[config.mk]
export PLATFORM = sky130hd
export DESIGN_NAME = la_capture_flat
export DESIGN_NICKNAME = d
export VERILOG_FILES = /design/src/rtl/la_capture_if.sv /design/src/rtl/la_capture.sv /design/src/flat_wrapper.sv
export SDC_FILE = /design/constraint.sdc
export NUM_CORES = 2
export LEC_CHECK = 0
export BUFFER_PORTS_ARGS = -buffer_cell sky130_fd_sc_hd__buf_2
export CAP_MARGIN = 5
export CELL_PAD_IN_SITES_DETAIL_PLACEMENT = 0
export CELL_PAD_IN_SITES_GLOBAL_PLACEMENT = 1
export CORE_AREA = 5 5 606 428
export CTS_CLUSTER_DIAMETER = 80
export DETAILED_ROUTE_END_ITERATION = 16
export DIE_AREA = 0 0 611 433
export PLACE_DENSITY = 0.66
export SYNTH_ARGS = -nofsm -noshare
export SYNTH_HDL_FRONTEND = slang
export SYNTH_SLANG_ARGS = --single-unit
[constraint.sdc]
create_clock -name clk -period 5.49 [get_ports clk]
set_input_delay 0.8235 -clock clk [delete_from_list [all_inputs] [get_ports clk]]
set_output_delay 0.8235 -clock clk [all_outputs]
set_load 0.01 [all_outputs]
[src/rtl/la_capture_if.sv]
// la_capture_if: readout stream of the capture buffer (valid/ready)
interface la_capture_if #(parameter int WIDTH = 8);
  logic [WIDTH-1:0] rd_data;
  logic rd_valid;
  logic rd_ready;
  modport master (output rd_data, rd_valid, input rd_ready);
  modport slave (input rd_data, rd_valid, output rd_ready);
endinterface

[src/rtl/la_capture.sv]
// la_capture: triggered pre/post window capture of a probe bus with valid/ready readout
module la_capture #(
  parameter int WIDTH = 8,
  parameter int DEPTH = 256,
  parameter int ADDR_W = 8,
  parameter int PRE = 16
) (
  input  logic clk,
  input  logic rst,
  input  logic [WIDTH-1:0] probe_i,
  input  logic sample_en_i,
  input  logic arm_i,
  input  logic [WIDTH-1:0] trig_value_i,
  input  logic [WIDTH-1:0] trig_mask_i,
  output logic busy_o,
  output logic triggered_o,
  output logic done_o,
  la_capture_if.master rd
);
  typedef enum logic [2:0] {S_IDLE, S_PRE, S_WAIT, S_POST, S_LOAD, S_DUMP} state_e;
  localparam int CW = ADDR_W + 1;
  localparam logic [CW-1:0] PRE_LAST = CW'(PRE - 1);
  localparam logic [CW-1:0] POST_N = CW'(DEPTH - PRE);
  localparam logic [CW-1:0] LAST_N = CW'(DEPTH - 1);
  localparam logic [ADDR_W-1:0] PRE_A = ADDR_W'(PRE);
  logic [WIDTH-1:0] mem [DEPTH];
  state_e state_q, state_d;
  logic [ADDR_W-1:0] wr_ptr_q, wr_ptr_d, rd_ptr_q, rd_ptr_d, trig_ptr_q, trig_ptr_d;
  logic [CW-1:0] cnt_q, cnt_d;
  logic [WIDTH-1:0] rd_data_q, rd_data_d;
  logic rd_valid_q, rd_valid_d, trig_q, trig_d, done_q, done_d;
  logic wr_en, hit;
  assign wr_en = sample_en_i && (state_q inside {S_PRE, S_WAIT, S_POST});
  assign hit = ((probe_i ^ trig_value_i) & trig_mask_i) == '0;
  always_ff @(posedge clk)
    if (wr_en) mem[wr_ptr_q] <= probe_i;
  always_comb begin
    state_d = state_q;
    wr_ptr_d = wr_en ? wr_ptr_q + 1'b1 : wr_ptr_q;
    rd_ptr_d = rd_ptr_q;
    trig_ptr_d = trig_ptr_q;
    cnt_d = cnt_q;
    rd_data_d = rd_data_q;
    rd_valid_d = rd_valid_q;
    trig_d = trig_q;
    done_d = done_q;
    case (state_q)
      S_IDLE: if (arm_i) begin
        state_d = S_PRE;
        wr_ptr_d = '0;
        cnt_d = '0;
        trig_d = 1'b0;
        done_d = 1'b0;
      end
      S_PRE: if (wr_en) begin
        cnt_d = cnt_q + 1'b1;
        state_d = cnt_q == PRE_LAST ? S_WAIT : S_PRE;
      end
      S_WAIT: if (wr_en && hit) begin
        trig_ptr_d = wr_ptr_q;
        trig_d = 1'b1;
        cnt_d = CW'(1);
        state_d = POST_N == CW'(1) ? S_LOAD : S_POST;
      end
      S_POST: if (wr_en) begin
        cnt_d = cnt_q + 1'b1;
        state_d = cnt_q + 1'b1 == POST_N ? S_LOAD : S_POST;
      end
      S_LOAD: begin
        rd_data_d = mem[trig_ptr_q - PRE_A];
        rd_ptr_d = trig_ptr_q - PRE_A + 1'b1;
        cnt_d = '0;
        rd_valid_d = 1'b1;
        state_d = S_DUMP;
      end
      S_DUMP: if (rd.rd_ready) begin
        // rd_ptr already points at the following word, so a transfer refills without a bubble
        cnt_d = cnt_q + 1'b1;
        rd_data_d = cnt_q == LAST_N ? rd_data_q : mem[rd_ptr_q];
        rd_ptr_d = rd_ptr_q + 1'b1;
        rd_valid_d = cnt_q != LAST_N;
        done_d = cnt_q == LAST_N;
        state_d = cnt_q == LAST_N ? S_IDLE : S_DUMP;
      end
      default: state_d = S_IDLE;
    endcase
  end
  always_ff @(posedge clk or posedge rst)
    if (rst) begin
      state_q <= S_IDLE;
      wr_ptr_q <= '0;
      rd_ptr_q <= '0;
      trig_ptr_q <= '0;
      cnt_q <= '0;
      rd_data_q <= '0;
      rd_valid_q <= 1'b0;
      trig_q <= 1'b0;
      done_q <= 1'b0;
    end else begin
      state_q <= state_d;
      wr_ptr_q <= wr_ptr_d;
      rd_ptr_q <= rd_ptr_d;
      trig_ptr_q <= trig_ptr_d;
      cnt_q <= cnt_d;
      rd_data_q <= rd_data_d;
      rd_valid_q <= rd_valid_d;
      trig_q <= trig_d;
      done_q <= done_d;
    end
  assign busy_o = state_q != S_IDLE;
  assign triggered_o = trig_q;
  assign done_o = done_q;
  assign rd.rd_data = rd_data_q;
  assign rd.rd_valid = rd_valid_q;
endmodule

[src/flat_wrapper.sv]
// flat-port wrapper written by rule: the top's interface ports become plain ports
module la_capture_flat 
#(
  parameter int WIDTH = 8,
  parameter int DEPTH = 256,
  parameter int ADDR_W = 8,
  parameter int PRE = 16
)
  (clk, rst, probe_i, sample_en_i, arm_i, trig_value_i, trig_mask_i, busy_o, triggered_o, done_o, rd_rd_data, rd_rd_valid, rd_rd_ready);
  la_capture_if #(.WIDTH(WIDTH)) rd_i ();
  input  logic clk;
  input  logic rst;
  input  logic [WIDTH-1:0] probe_i;
  input  logic sample_en_i;
  input  logic arm_i;
  input  logic [WIDTH-1:0] trig_value_i;
  input  logic [WIDTH-1:0] trig_mask_i;
  output logic busy_o;
  output logic triggered_o;
  output logic done_o;
  output wire logic [$bits(rd_i.rd_data)-1:0] rd_rd_data;
  output wire logic [$bits(rd_i.rd_valid)-1:0] rd_rd_valid;
  input wire logic [$bits(rd_i.rd_ready)-1:0] rd_rd_ready;
  assign rd_rd_data = rd_i.rd_data;
  assign rd_rd_valid = rd_i.rd_valid;
  assign rd_i.rd_ready = rd_rd_ready;
  la_capture #(.WIDTH(WIDTH), .DEPTH(DEPTH), .ADDR_W(ADDR_W), .PRE(PRE)) u_core (.clk(clk), .rst(rst), .probe_i(probe_i), .sample_en_i(sample_en_i), .arm_i(arm_i), .trig_value_i(trig_value_i), .trig_mask_i(trig_mask_i), .busy_o(busy_o), .triggered_o(triggered_o), .done_o(done_o), .rd(rd_i));
endmodule
==> impl_results.md <==
- Max Fclk: 0.198 GHz
- Critical-path cell list: clkinv_1, buf_4, o221ai_1, o22ai_1, o21ai_0, o211ai_1, a211o_1, o31ai_2
- Worst vdd ir: 0.000243 V
- CTS resizes: 0
- Crit Path Category: reg2reg
- Pin count of the biggest net entering global routing: 142
- Initial Utilization: 39.8%
- Layout area overhead: 10.9%
- Min cycle time layout: 5.04 ns
- Chip Height: 433 um
- Layout cells sized above 1: 26.5%
- Remaining DRCs: 0
- Slowest CP cell: clkinv_1
- Worst EP required: 6.28 ns
- Avg Inst Size Synth: 18.2 um2
- RePlAce Congestion: 1.03
- Post-synthesis sequential area ratio: 62.2%
- CTS Buf Count: 207
- Worst slack at placement: 0.866 ns
- Worst r2r src: u_core.rd_ptr_q[3]
- Multi-input gate area: 34700 um2
- PortBufs: 40
- Worst-case reg-to-reg path depth: 8
- Met2 wire len: 157 mm
- Hold Crit Depth: 3
- Pins Over Slew Limit: 1
- Overall power: 35.0 mW
- Setup_tns: 0 ns
- Worst setup EP type: register
- Clock transition at path regs: 0.07 ns
- Clock sinks: 2095
- Vias in the first global route: 61200
- Mapped Cells: 5550
- Initial DRC count: 12600
- Nets: 5747
- First-pass GRT wire length: 546 mm
- Period Utilization, post-route: 91.9%
- I/O pins: 41
- Core area: 253000 um2
- Synthesized net count: 5587
- Post-Route WL: 408 mm
- GRT Overall Usage: 30.2%
- Post-synthesis sequential element count: 2095
- Worst clock skew: 0.0645 ns
- FF/Latch Area: 62700 um2
- Pwr/cell area: 313 nW/um2
- Max-cap violations: 0
- FP Rows: 155
- Number of enable flip-flop cells after synthesis: 2048
- RSZ-0062 raised after global routing: false
- Final setup viols: 0
- Post-CTS setup repair buffer count: 0
- Synth cell types: 98
- Worst Hold End: u_core.state_q[1]
- Hold-fix buffers, CTS: 1
- Total grt overflow: 0
- Min-delay worst type: in2reg
- M1 wire length: 157 mm
- Worst slew pin tran: 1.63 ns
- Root Buffer: clkbuf_16
- Met3 wire length: 75.5 mm
- Highest routing layer actually used: met5
- Clk buf depth: 4
- Dpl hpwl: 280 mm
- Final setup margin: 0.446 ns
- Arrival @ worst endpoint: 5.84 ns
- ANT nets after route: 0
- Yosys warns: 0
- Die Area: 265000 um2
- Synth Flop Type: edfxtp_1
- Worst hold start: sample_en_i
- Reg2reg setup slack: 0.45 ns
- Pleak: 35.5 nW
- CTS H-tree depth: 4
- Asr flop ratio synth: 2.24%
- DR pass1 iterations: 7
- CTS tree: yes
- CP Launch Type: register
- Max-slew headroom: -8.90%
- Mapped Area: 101000 um2
- Via count: 65700
- Worst-skew pair later-pin latency: 0.90 ns
- DR vias/cell: 7.08
- Layout fillers: 21900
- Final hold violation count: 0
- Outcome: complete, but fails checks
- Reg2reg end: u_core.rd.rd_data[4]
- Initial antenna violation count: 44
- Drt wl/cell: 44.0 um
- Failing checks: max-slew violations
- CP max stage delay: 1.23 ns
- Worst Path Max Fanout: 34
- Chip Width: 611 um
-- flip-flops by register name, summed over array words and instances (netlist names), 3 cells and up --
signal,count
u_core.rd.rd_data,8
u_core.rd_ptr_q,8
u_core.mem,2048
u_core.wr_ptr_q,8
u_core.cnt_q,9
u_core.state_q,3
u_core.trig_ptr_q,8
-- placed cells by master (no fill, tap or decap), types with 17 or more instances in the layout --
cell type	n
o21ai_0	69
clkinv_1	55
buf_12	34
o221ai_1	62
nand2_1	229
mux4_2	751
dfrtp_1	38
clkbuf_1	25
mux2i_1	350
nor4_1	22
mux2_2	48
nand3_1	94
clkinv_2	40
a22oi_1	161
nor2b_1	30
inv_1	17
nor3_1	51
nand2b_1	23
bufinv_16	21
buf_2	33
clkbuf_16	209
a21oi_1	134
a221oi_1	41
buf_4	307
a31oi_1	36
o22ai_1	76
a211oi_1	33
diode_2	31
nor2_1	338
edfxtp_1	2048
a22o_1	18
mux4_1	138
nand4_1	20
-- power breakdown --
group,switching [mW],internal (mW),total [mW]
Sequential,0.181,17.7,17.9
Combinational,1.96,0.722,2.68
Clock,6.43,7.94,14.4
Total,8.57,26.4,35.0
-- metal layers --
metal | vias to the layer above | GRT usage, %
li1 | 24000 | -
met1 | 34400 | 42.6
met2 | 6262 | 38.4
met3 | 945 | 16.6
met4 | 30 | 11.1
met5 | - | 1.57
-- logic make-up after synthesis --
kind of cell	Yosys count	synth area share, %
buffers and inverters	468	3.47
DFF	2095	62.2
and+or+nand+nor	905	4.10
muxes	1295	24.6
AOI/OAI and AO/OA	760	5.36
adders and majority gates	8	0.0993
xor gates and xnor gates	19	0.165
-- worst max-delay path: cells and delay by family, from the launching register on --
| family | cells | cell delay, ns |
|---|---|---|
| AOI/OAI and AO/OA | 6 | 2.19 |
| DFF | 1 | 0.94 |
| buffers and inverters | 2 | 1.77 |
-- layout make-up --
cell class / count / area share (%)
flip-flops and latches: 2095 / 56.1
inverters: 27 / 0.0996
clock inverters: 136 / 1.11
multi-input cells: 2987 / 31.1
clock buffers: 234 / 4.76
repair buffers: 392 / 3.02
well taps: 3375 / 3.78
diodes: 31 / 0.0694
-- worst max path at each step --
stage / slack, ns / cells past startpoint / to / from
after floorplan: 2.03 / 14 / u_core.rd.rd_data[7] / u_core.trig_ptr_q[4]
after global placement: -0.19 / 9 / u_core.rd.rd_data[2] / u_core.rd_ptr_q[0]
after detailed placement: 0.87 / 9 / u_core.rd.rd_data[2] / u_core.rd_ptr_q[0]
after CTS: 0.87 / 9 / u_core.rd.rd_data[2] / u_core.rd_ptr_q[0]
after global routing: 0.73 / 8 / u_core.rd.rd_data[4] / u_core.rd_ptr_q[3]
final: 0.45 / 8 / u_core.rd.rd_data[4] / u_core.rd_ptr_q[3]
-- cells in the mapped netlist (18+ instances only) --
master	number	share of area, %
a211oi_1	33	0.25
a21oi_1	135	0.67
a221oi_1	41	0.36
a22o_1	18	0.16
a22oi_1	161	1.2
a31oi_1	36	0.22
buf_1	22	0.082
buf_12	40	0.79
buf_2	94	0.47
buf_4	46	0.34
buf_6	61	0.68
buf_8	25	0.37
clkbuf_1	144	0.54
dfrtp_1	47	1.2
edfxtp_1	2048	61
inv_1	18	0.067
mux2_2	48	0.54
mux2i_1	350	3.5
mux4_1	138	3.6
mux4_2	751	17
nand2_1	230	0.86
nand2b_1	25	0.16
nand3_1	94	0.47
nand4_1	20	0.12
nor2_1	343	1.3
nor2b_1	39	0.24
nor3_1	52	0.26
nor4_1	22	0.14
o21ai_0	70	0.35
o221ai_1	62	0.54
o22ai_1	76	0.47
-- per-stage QoR --
step / utilization, % / instance area (um2) / cells / hold slack [ns]
3_3_place_gp: 41.4 / 105000 / 8860 / 0.462
5_1_grt: 44.1 / 112000 / 9252 / 0.273
6_report: 44.1 / 112000 / 9277 / 0.260
3_5_place_dp: 41.5 / 105000 / 8872 / 0.464
4_1_cts: 44.1 / 112000 / 9243 / 0.221
2_1_floorplan: - / 101000 / 5550 / 0.462
Note: power is estimated with default switching activity, not from simulation.
